### src/rtl/tipi_rpi_link.sv
// tipi_rpi_link: ti_ph3-clocked serial engine between TI byte latches and RPi GPIO pins.
// Define TIPI_LINK_GLITCH_FILTER_EN to require two equal samples before r_clk/r_le levels count.
module tipi_rpi_link #(
    parameter int SYNC_STAGES = 2,
    parameter int DATA_W      = 8
) (
    input  logic              ti_ph3,
    input  logic              r_reset,
    input  logic              r_clk,
    input  logic              r_le,
    input  logic              r_dc,
    input  logic              r_rt,
    input  logic              r_dout,
    output logic              r_din,
    input  logic [0:DATA_W-1] td_in,
    input  logic [0:DATA_W-1] tc_in,
    output logic [0:DATA_W-1] rd_out,
    output logic [0:DATA_W-1] rc_out,
    output logic              rd_strobe,
    output logic              rc_strobe,
    output logic              frame_err,
    input  logic              err_clr,
    output logic              busy
);
    localparam int CW = $clog2(DATA_W + 2);
`ifdef TIPI_LINK_GLITCH_FILTER_EN
    localparam int ARM = SYNC_STAGES + 2;
`else
    localparam int ARM = SYNC_STAGES + 1;
`endif
    localparam int AW = $clog2(ARM + 1);

    typedef enum logic [1:0] {IDLE, TX, RX} state_t;

    state_t            state;
    logic [CW-1:0]     cnt;
    logic [0:DATA_W-1] sr;
    logic [4:0]        pins;
    logic [4:0]        sync_q [SYNC_STAGES];
    logic [4:0]        s_last;
    logic [1:0]        rise;
    logic [AW-1:0]     arm_cnt;
    logic              armed;
    logic              clk_e, le_e, dc_s, rt_s, dout_s;
    logic              set_err;

    assign pins   = {r_clk, r_le, r_dc, r_rt, r_dout};
    assign s_last = sync_q[SYNC_STAGES-1];
    assign dc_s   = s_last[2];
    assign rt_s   = s_last[1];
    assign dout_s = s_last[0];

    always_ff @(posedge ti_ph3 or posedge r_reset) begin
        if (r_reset) begin
            for (int i = 0; i < SYNC_STAGES; i++) sync_q[i] <= '0;
        end else begin
            sync_q[0] <= pins;
            for (int i = 1; i < SYNC_STAGES; i++) sync_q[i] <= sync_q[i-1];
        end
    end

`ifdef TIPI_LINK_GLITCH_FILTER_EN
    logic [1:0] samp_q, lvl_q, lvl_n;

    // A level is accepted only when two consecutive samples agree.
    assign lvl_n = (~(s_last[4:3] ^ samp_q) & s_last[4:3])
                 | ((s_last[4:3] ^ samp_q) & lvl_q);
    assign rise  = lvl_n & ~lvl_q;

    always_ff @(posedge ti_ph3 or posedge r_reset) begin
        if (r_reset) begin
            samp_q <= '0;
            lvl_q  <= '0;
        end else begin
            samp_q <= s_last[4:3];
            lvl_q  <= lvl_n;
        end
    end
`else
    logic [1:0] prev_q;

    assign rise = s_last[4:3] & ~prev_q;

    always_ff @(posedge ti_ph3 or posedge r_reset) begin
        if (r_reset) prev_q <= '0;
        else         prev_q <= s_last[4:3];
    end
`endif

    // Keeps pins already high at release from looking like edges.
    assign armed = (arm_cnt == AW'(ARM));
    assign clk_e = rise[1] & armed;
    assign le_e  = rise[0] & armed;

    always_ff @(posedge ti_ph3 or posedge r_reset) begin
        if (r_reset)     arm_cnt <= '0;
        else if (!armed) arm_cnt <= arm_cnt + AW'(1);
    end

    always_comb begin
        set_err = 1'b0;
        if (le_e) begin
            if (clk_e) set_err = 1'b1;
            if (state == RX && rt_s && cnt != '0) set_err = 1'b1;
            if (state == RX && !rt_s && cnt != CW'(DATA_W)) set_err = 1'b1;
        end else if (clk_e && !rt_s && state == TX && cnt < CW'(DATA_W)) begin
            set_err = 1'b1;
        end
    end

    assign busy = (state != IDLE);

    always_ff @(posedge ti_ph3 or posedge r_reset) begin
        if (r_reset) begin
            state     <= IDLE;
            cnt       <= '0;
            sr        <= '0;
            r_din     <= 1'b0;
            rd_out    <= '0;
            rc_out    <= '0;
            rd_strobe <= 1'b0;
            rc_strobe <= 1'b0;
            frame_err <= 1'b0;
        end else begin
            rd_strobe <= 1'b0;
            rc_strobe <= 1'b0;
            if (set_err)      frame_err <= 1'b1;
            else if (err_clr) frame_err <= 1'b0;

            if (le_e) begin
                if (rt_s) begin
                    sr    <= dc_s ? tc_in : td_in;
                    r_din <= dc_s ? tc_in[0] : td_in[0];
                    cnt   <= '0;
                    state <= TX;
                end else if (state == RX) begin
                    if (cnt == CW'(DATA_W)) begin
                        if (dc_s) begin
                            rc_out    <= sr;
                            rc_strobe <= 1'b1;
                        end else begin
                            rd_out    <= sr;
                            rd_strobe <= 1'b1;
                        end
                    end
                    cnt   <= '0;
                    state <= IDLE;
                end
            end else if (clk_e) begin
                if (!rt_s) begin
                    if (state == RX) begin
                        sr <= {sr[1:DATA_W-1], dout_s};
                        if (cnt != CW'(DATA_W + 1)) cnt <= cnt + CW'(1);
                    end else begin
                        sr    <= {{(DATA_W-1){1'b0}}, dout_s};
                        cnt   <= CW'(1);
                        r_din <= 1'b0;
                        state <= RX;
                    end
                end else if (state == TX) begin
                    sr  <= {sr[1:DATA_W-1], 1'b0};
                    cnt <= cnt + CW'(1);
                    if (cnt == CW'(DATA_W - 1)) begin
                        r_din <= 1'b0;
                        state <= IDLE;
                    end else begin
                        r_din <= sr[1];
                    end
                end
            end
        end
    end
endmodule
### config.mk
export PLATFORM = sky130hd
export DESIGN_NAME = tipi_rpi_link
export DESIGN_NICKNAME = d
export VERILOG_FILES = /design/src/rtl/tipi_rpi_link.sv
export SDC_FILE = /design/constraint.sdc
export NUM_CORES = 1
export LEC_CHECK = 0
export CORE_MARGIN = 4
export CORE_UTILIZATION = 35
export CTS_CLUSTER_SIZE = 8
export DETAILED_ROUTE_END_ITERATION = 10
export PLACE_DENSITY_LB_ADDON = 0.15
export SETUP_SLACK_MARGIN = 0.5
export SLEW_MARGIN = 20
export SYNTH_ARGS = -nofsm -noshare
export SYNTH_HDL_FRONTEND = slang
export SYNTH_SLANG_ARGS = --single-unit
### constraint.sdc
create_clock -name ti_ph3 -period 5.9 [get_ports ti_ph3]
set_input_delay 1.18 -clock ti_ph3 [delete_from_list [all_inputs] [get_ports ti_ph3]]
set_output_delay 1.18 -clock ti_ph3 [all_outputs]
set_load 0.02 [all_outputs]
After elaboration in Yosys (flattened, before gate mapping)
Index checks and enable logic that the tools add are counted.
{"block": "classes", "order_cmp": 1, "reduce_logical": 18, "n_bitwise": 6, "n_eq_ne": 14, "addsub": 2, "n_mux": 48}
{"operator": "2-to-1 mux 8 bit", "count": 7}
{"operator": "2-to-1 mux 4 bit", "count": 8}
{"operator": "2-to-1 mux 1 bit", "count": 25}
{"operator": "2-to-1 mux 2 bit", "count": 8}
{"operator": "AND reduction 5 bit", "count": 3}
{"operator": "inequality test 4 bit, second input constant", "count": 2}
{"operator": "AND reduction 4 bit", "count": 2}
{"operator": "logical AND 1 bit", "count": 7}
{"operator": "inequality test 3 x 1 -> 1 bit, second input constant", "count": 2}
{"operator": "inequality test 3 bit, second input constant", "count": 2}
{"operator": "nonzero test 2 bit", "count": 3}
{"operator": "adder 4 x 1 -> 4 bit, second input constant", "count": 1}
{"operator": "equality test 2 bit, second input constant", "count": 2}
{"operator": "equality test 4 x 3 -> 1 bit, second input constant", "count": 1}
{"operator": "equality test 4 bit, second input constant", "count": 1}
{"operator": "< comparator 4 bit, second input constant", "count": 1}
{"operator": "inequality test 4 x 3 -> 1 bit, second input constant", "count": 1}
{"operator": "nonzero test 4 bit", "count": 1}
{"operator": "inequality test 3 x 2 -> 1 bit, second input constant", "count": 1}
{"operator": "AND reduction 3 bit", "count": 1}
{"operator": "adder 2 x 1 -> 2 bit, second input constant", "count": 1}
{"operator": "bitwise AND 1 bit", "count": 2}
{"operator": "bitwise AND 2 bit", "count": 1}
{"operator": "equality test 2 x 1 -> 1 bit, second input constant", "count": 1}
{"operator": "other kinds (4)", "count": 5}
{"block": "word_totals", "regBits": 48, "input_bits": 24, "output_inout_bits": 21, "word_cells": 102}

Longest topological paths before layout
Gate-level depths: netlist of run 1.
{"block": "logic_depth", "depth_word": 9, "mapped_depth": 7, "depth_no_buf": 6}

Worst setup path after synthesis of run 1
No wires, ideal clock.
{"block": "synth_timing", "kind": "flip-flop to output port", "start": "reg state[1]", "end": "out busy", "path_stages_with_launch": 3, "required_time_ns": 4.720, "slack_ns": 3.908, "arrival_ns": 0.812, "n_path_buf": 1, "cell_sequence": "dfrtp_1 > buf_2 > or2_2"}
{"block": "synth_via", "elab_chain_cells": 1}
{"element": "from (decl)", "line_no": "35", "text": "state_t state;"}
{"element": "from (signal assigned)", "line_no": "115", "text": "state <= IDLE;"}
{"element": "from (signal assigned)", "line_no": "135", "text": "state <= TX;"}
{"element": "from (signal assigned)", "line_no": "147", "text": "state <= IDLE;"}
{"element": "nonzero test 2 bit", "line_no": "111", "text": "assign busy = (state != IDLE);"}
{"element": "to (decl)", "line_no": "23", "text": "output logic busy"}
No other way between the ends.

Worst setup path after layout of run 1
{"block": "layout_timing", "start": "reg arm_cnt[0]", "end": "reg rd_out[5] (netlist name)"}
{"block": "layout_via", "elab_chain_cells": 3}
{"element": "from (decl)", "line_no": "42", "text": "logic [AW-1:0] arm_cnt;"}
{"element": "from (signal assigned)", "line_no": "97", "text": "else if (!armed) arm_cnt <= arm_cnt + AW'(1);"}
{"element": "equality test 2 bit", "line_no": "91", "text": "assign armed = (arm_cnt == AW'(ARM));"}
{"element": "bitwise AND 1 bit", "line_no": "93", "text": "assign le_e = rise[0] & armed;"}
{"element": "AND reduction 5 bit (no source line)"}
{"element": "to (signal assigned)", "line_no": "142", "text": "rd_out <= sr;"}
{"element": "to (decl)", "line_no": "17", "text": "output logic [0:DATA_W-1] rd_out,"}
No other way between the ends.
A chain may end at the register's enable or synchronous reset.

==> results of run 1 <==
final timing paths:
| path | start | slack [ns] | endpoint |
|---|---|---|---|
| max | arm_cnt[0] | 2.88 | rd_out[5] |
| min | sync_q[8] | 0.35 | s_last[3] |
| max reg2reg | arm_cnt[0] | 2.88 | rd_out[5] |
| min reg2reg | sync_q[8] | 0.35 | s_last[3] |
| max in group asynchronous | r_reset | 4.07 | rd_out[0] |
| min in group asynchronous | r_reset | 1.33 | sync_q[9] |
sequential cells by signal (all words and copies together) (netlist names):
register and flops:
sync_q 5, cnt 4, prev_q 2, arm_cnt 2
rd_out 8, frame_err 1, s_last 5, rd_strobe 1
state 2, r_din 1, rc_out 8, rc_strobe 1
sr 8
cell families after synthesis:
group	share of synthesized area (%)
flops	54.4
xor+xnor	0.794
compound gates	12.9
buf+inv	4.42
simple gates	12.2
fa+ha+maj	2.27
mux	13.0
through the flow:
step | total power, mW | utilization [%] | std cells | setup slack, ns | area (um^2)
2_1_floorplan | 0.482 | - | 188 | 3.58 | 2210
3_3_place_gp | 0.532 | 44.4 | 297 | 2.91 | 2680
3_5_place_dp | 0.533 | 44.4 | 297 | 2.80 | 2680
4_1_cts | 0.743 | 46.0 | 305 | 2.78 | 2770
5_1_grt | 0.770 | 46.1 | 305 | 2.53 | 2780
6_report | 0.731 | 46.1 | 305 | 2.88 | 2780
cell usage in the layout, fill, tap and decap left out, drive strengths merged, types with 2 or more instances in the layout:
cell type / count
a21oi: 9
clkinv: 2
o221ai: 2
mux2i: 7
a31oi: 8
clkdlybuf4s50: 44
ha: 4
clkbuf: 6
nor3: 3
nor2b: 5
xnor2: 2
inv: 9
o21ai: 8
nand3: 4
nand2: 8
nor2: 15
nand2b: 4
dfrtp: 48
and3b: 2
nand3b: 2
mux2: 19
final cells by class:
type	count	area share [%]
Multi-Input combinational cell	121	32.7
Clock buffer	6	2.98
Clock inverter	2	0.496
Tap cell	75	3.38
Sequential cell	48	43.3
Inverter	9	1.26
Timing Repair Buffer	44	15.9
layer usage:
metal	up-vias	wire [um]	track usage, %
li1	746	-	-
met1	718	2130	16.9
met2	36	1990	18.7
met3	4	195	3.03
met4	0	42	3.77
met5	-	0	0
worst max-delay path, stage by stage (launching register included):
cell and delay [ns]:
dfrtp_1 0.37, ha_1 0.30, nand3b_1 0.60, nor4_2 0.51
nor2b_1 0.74, mux2_1 0.38
power by group:
part	switching, mW	leakage [nW]	internal (mW)
combinational	0.0641	0.574	0.0640
sequential	0.0383	0.602	0.360
clock	0.110	0.0516	0.0960
==> flow_summary.yaml, run 1 <==
floorplanning:
  start_util_pct: 36.6
  io_pins: 45
  die_x_um: 87.4
  dieArea_mm2: 0.00764
  coreArea_mm2: 0.00603
  fp.dieH_um: 87.4
  rows: 28
setup_path:
  critPathKind: "flip-flop to flip-flop"
  crit_required_ns: 6.08
  cp_max_fo: 22
  start_kind: "flip-flop"
  arrival_ns: 3.20
  ff2ff_path_depth: 5
  endpoint_kind: "flip-flop"
cts:
  post-cts-setup-buffer-count: 0
  clock_latency_ns: 0.29
  cts_tree: "built"
  path_clk_slew_ns: 0.09
  htree_levels: 2
  cts_buffer_depth: 2
  hold_buffers: 0
  cts-root-buf: "clkbuf_8"
  clkSinkCount: 48
  cts-resized-gates: 0
  numCtsBuffers: 5
synth:
  yosys.area.top_type_share_pct: 54.4
  yosysTopAreaCell: "dfrtp_1"
  ys_seq_elements: 48
  syn_area_mm2: 0.00221
  postSynthAreaPerCell_um2: 11.7
  synth-main-ff-cell: "dfrtp_1"
  synth_edf_count: 0
  syn_inst: 188
  ys_warn_count: 0
  synth_fp_nets: 216
  yosysSeqAreaShare_pct: 54.4
  synthTopCellsByCount: "dfrtp_1 (48), mux2_1 (16), nor2_1 (15)"
  synthTopCellsByArea: "dfrtp_1 (54%), mux2_1 (8.2%), mux2i_1 (3.2%)"
  synth.distinct_cells: 47
  synth_most_common_cell: "dfrtp_1"
  async_reset_ff_share_pct: 100
place:
  dp_hpwl_um: 3050
  numPortBuffers: 44
  routabilityCongestion: 0.748
sta:
  rsz0062_at_grt: "no"
  whs_ns: 0.353
  slew_headroom_pct: 42.5
  fmax_mhz: 331
  tightest_slew_ns: 0.860
  finalHoldViolCount: 0
  setup_viol: 0
  period_share_pct: 51.2
  skew_ns: 0.00468
  fin_tns_setup_ns: 0
  min_period_ns: 3.02
  slew_viol_final: 0
power_and_ir_drop:
  vdd_ir_drop_max_v: 0.000143
  p_per_area_mw_per_mm2: 264
  leakage_nw: 1.23
final_layout:
  syn2layout_area_growth_pct: 25.7
  nets: 257
  antenna_cells: 0
  drive_gt1_share_pct: 8.26
  seqCellArea_mm2: 0.00120
  fillers: 586
  multi_input_area_um2: 908
detailed_routing:
  firstDrtPassIters: 4
  drtIter0Drc: 74
  routed-via-count: 1504
  viasPerCell: 4.93
  postRouteAntennaNets: 0
  wl_per_cell_um: 14.3
  drc_errors: 0
  wl_um: 4360
grt:
  grt_antenna_before_repair: 0
  grt_start_max_net_pins: 49
  grtUsageTotal_pct: 12.2
  gr-total-overflow: 0
  grt_pass1_wl_um: 7230
  first_global_vias: 1516
hold_path:
  min_path_type: "flip-flop to flip-flop"
  hold_depth: 0
status:
  status: "completed"
job:
  cap_violations: 0
No activity file was read; power rests on OpenSTA's default activity.
==> run 2, diff against run 1 <==
Clock period 5.9 ns to 2.6 ns, I/O delays scaled along.
==> run 2 against run 1 <==
Effect of this change: first-iteration DRC count fell by 18%; worst hold slack worse by 0.0037 ns; wire length fell by 0.14%; utilization up 0.81 points; global-route usage rose by 0.22 points; largest power group unchanged; final area grew 1.8%; highest routed layer unchanged; sequential power up 130%; clock skew is 0.00099 ns higher; power is 130% higher; worst setup slack worse by 2.2 ns; sequential share of layout area is 0.75 points lower; sequential cell count stayed put; largest cell class unchanged.
==> flow_summary.yaml, run 2 (same netlist as run 1, synthesis figures left out) <==
status:
  status: "completed"
floorplanning:
  fp.dieH_um: 87.4
  coreArea_mm2: 0.00603
  rows: 28
  start_util_pct: 36.6
  io_pins: 45
  dieArea_mm2: 0.00764
  die_x_um: 87.4
power_and_ir_drop:
  p_per_area_mw_per_mm2: 587
  leakage_nw: 1.25
  vdd_ir_drop_max_v: 0.000327
  fin_total_pwr_mw: 1.66
final_layout:
  antenna_cells: 0
  mostFrequentLayoutCells: "dfrtp_1 (48), clkdlybuf4s50_1 (43), mux2_1 (16), nor2_1 (15), a21oi_1 (9)"
  final_common_cell: "dfrtp_1"
  stdcell_area_mm2: 0.00282
  nets: 261
  final_core_util_pct: 46.9
  syn2layout_area_growth_pct: 27.9
  finalNonFillerCells: 309
  drive_gt1_share_pct: 9.83
  top_regs: "rc_out (8), rd_out (8), sr (8)"
sta:
  fin_tns_setup_ns: 0
  fin_ws_ns: 0.653
  slew_headroom_pct: 63.1
  slew_viol_final: 0
  whs_ns: 0.349
  setup_viol: 0
  tightest_slew_ns: 0.553
  fmax_mhz: 514
  min_period_ns: 1.95
  finalHoldViolCount: 0
  skew_ns: 0.00566
  period_share_pct: 74.9
  rsz0062_at_grt: "no"
place:
  dpl_cell_area_mm2: 0.00272
  place_ws_ns: 0.595
  dp_hpwl_um: 3160
  placed_cells: 301
  routabilityCongestion: 0.810
  numPortBuffers: 44
cts:
  cts-root-buf: "clkbuf_8"
  htree_levels: 2
  cts_buffer_depth: 2
  clock_latency_ns: 0.30
  path_clk_slew_ns: 0.09
  hold_buffers: 0
  post-cts-setup-buffer-count: 0
  numCtsBuffers: 5
  cts_tree: "built"
  clkSinkCount: 48
detailed_routing:
  routed-via-count: 1574
  wl_per_cell_um: 14.1
  viasPerCell: 5.09
  drtIter0Drc: 61
  wl_um: 4350
  drc_errors: 0
  postRouteAntennaNets: 0
  firstDrtPassIters: 4
grt:
  grt_start_max_net_pins: 30
  first_global_vias: 1497
  grtUsageTotal_pct: 12.4
  grt_antenna_before_repair: 0
  gr-total-overflow: 0
  grt_pass1_wl_um: 7460
job:
  cap_violations: 0
setup_path:
  ff2ff_path_depth: 6
  crit_required_ns: 2.08
  crit_chain: "or2_2 -> dlygate4sd2_1"
  endpoint_kind: "primary output"
  regToRegSetupSlack_ns: 0.66
  max_stage_delay_ns: 0.48
  arrival_ns: 1.43
  start_kind: "flip-flop"
  cp_max_fo: 9
  r2r_end: "sr[3]"
  r2r_start: "arm_cnt[0]"
  slowest_stage: "dfrtp_1"
  critPathKind: "flip-flop to primary output"
hold_path:
  hold_depth: 0
  min_path_type: "flip-flop to flip-flop"
  hold_end: "s_last[1]"
  hp-start: "sync_q[6]"
## run 2: repair_timing
action | 4_1_cts | 5_1_grt
setup endpoints to repair | 1 | 16
pin swaps | 0 | 0
resized for setup | 1 | 2
## run 2: area by class of cell
| cell class | instances | area [um^2] |
|---|---|---|
| Inverter | 9 | 33.8 |
| Sequential cell | 48 | 1200 |
| Timing Repair Buffer | 48 | 482 |
| Fill cell | 581 | 3200 |
| Tap cell | 75 | 93.8 |
| Multi-Input combinational cell | 121 | 920 |
| Clock inverter | 1 | 7.51 |
| Clock buffer | 7 | 86.3 |
## run 2: worst max path at each step
stage | start | endpoint | slack, ns | depth (start not counted)
2_1_floorplan | arm_cnt[0] | r_din | 0.72 | 7
3_3_place_gp | arm_cnt[0] | sr[2] | 0.63 | 6
3_5_place_dp | arm_cnt[0] | rd_out[3] | 0.60 | 6
4_1_cts | arm_cnt[0] | sr[3] | 0.59 | 6
5_1_grt | arm_cnt[0] | sr[1] | 0.52 | 6
6_report | state[0] | busy | 0.65 | 2
## run 2: worst max-delay path, delay by kind of cell, from the launching register on
family | cells | cell delay [ns]
flip-flops | 1 | 0.48
buffers and inverters | 1 | 0.32
AND/OR/NAND/NOR | 1 | 0.33
## run 2: per-layer routing
layer	share of wire (%)	GRT usage, %
met1	49	17.8
met2	45	18.3
met3	4.8	3.41
met4	0.57	3.35
met5	0	0
## run 2: report_power, final
part	total (mW)	switching, mW	internal, mW
clock network	0.462	0.246	0.216
logic	0.298	0.148	0.150
registers	0.898	0.0822	0.816
total	1.66	0.476	1.18
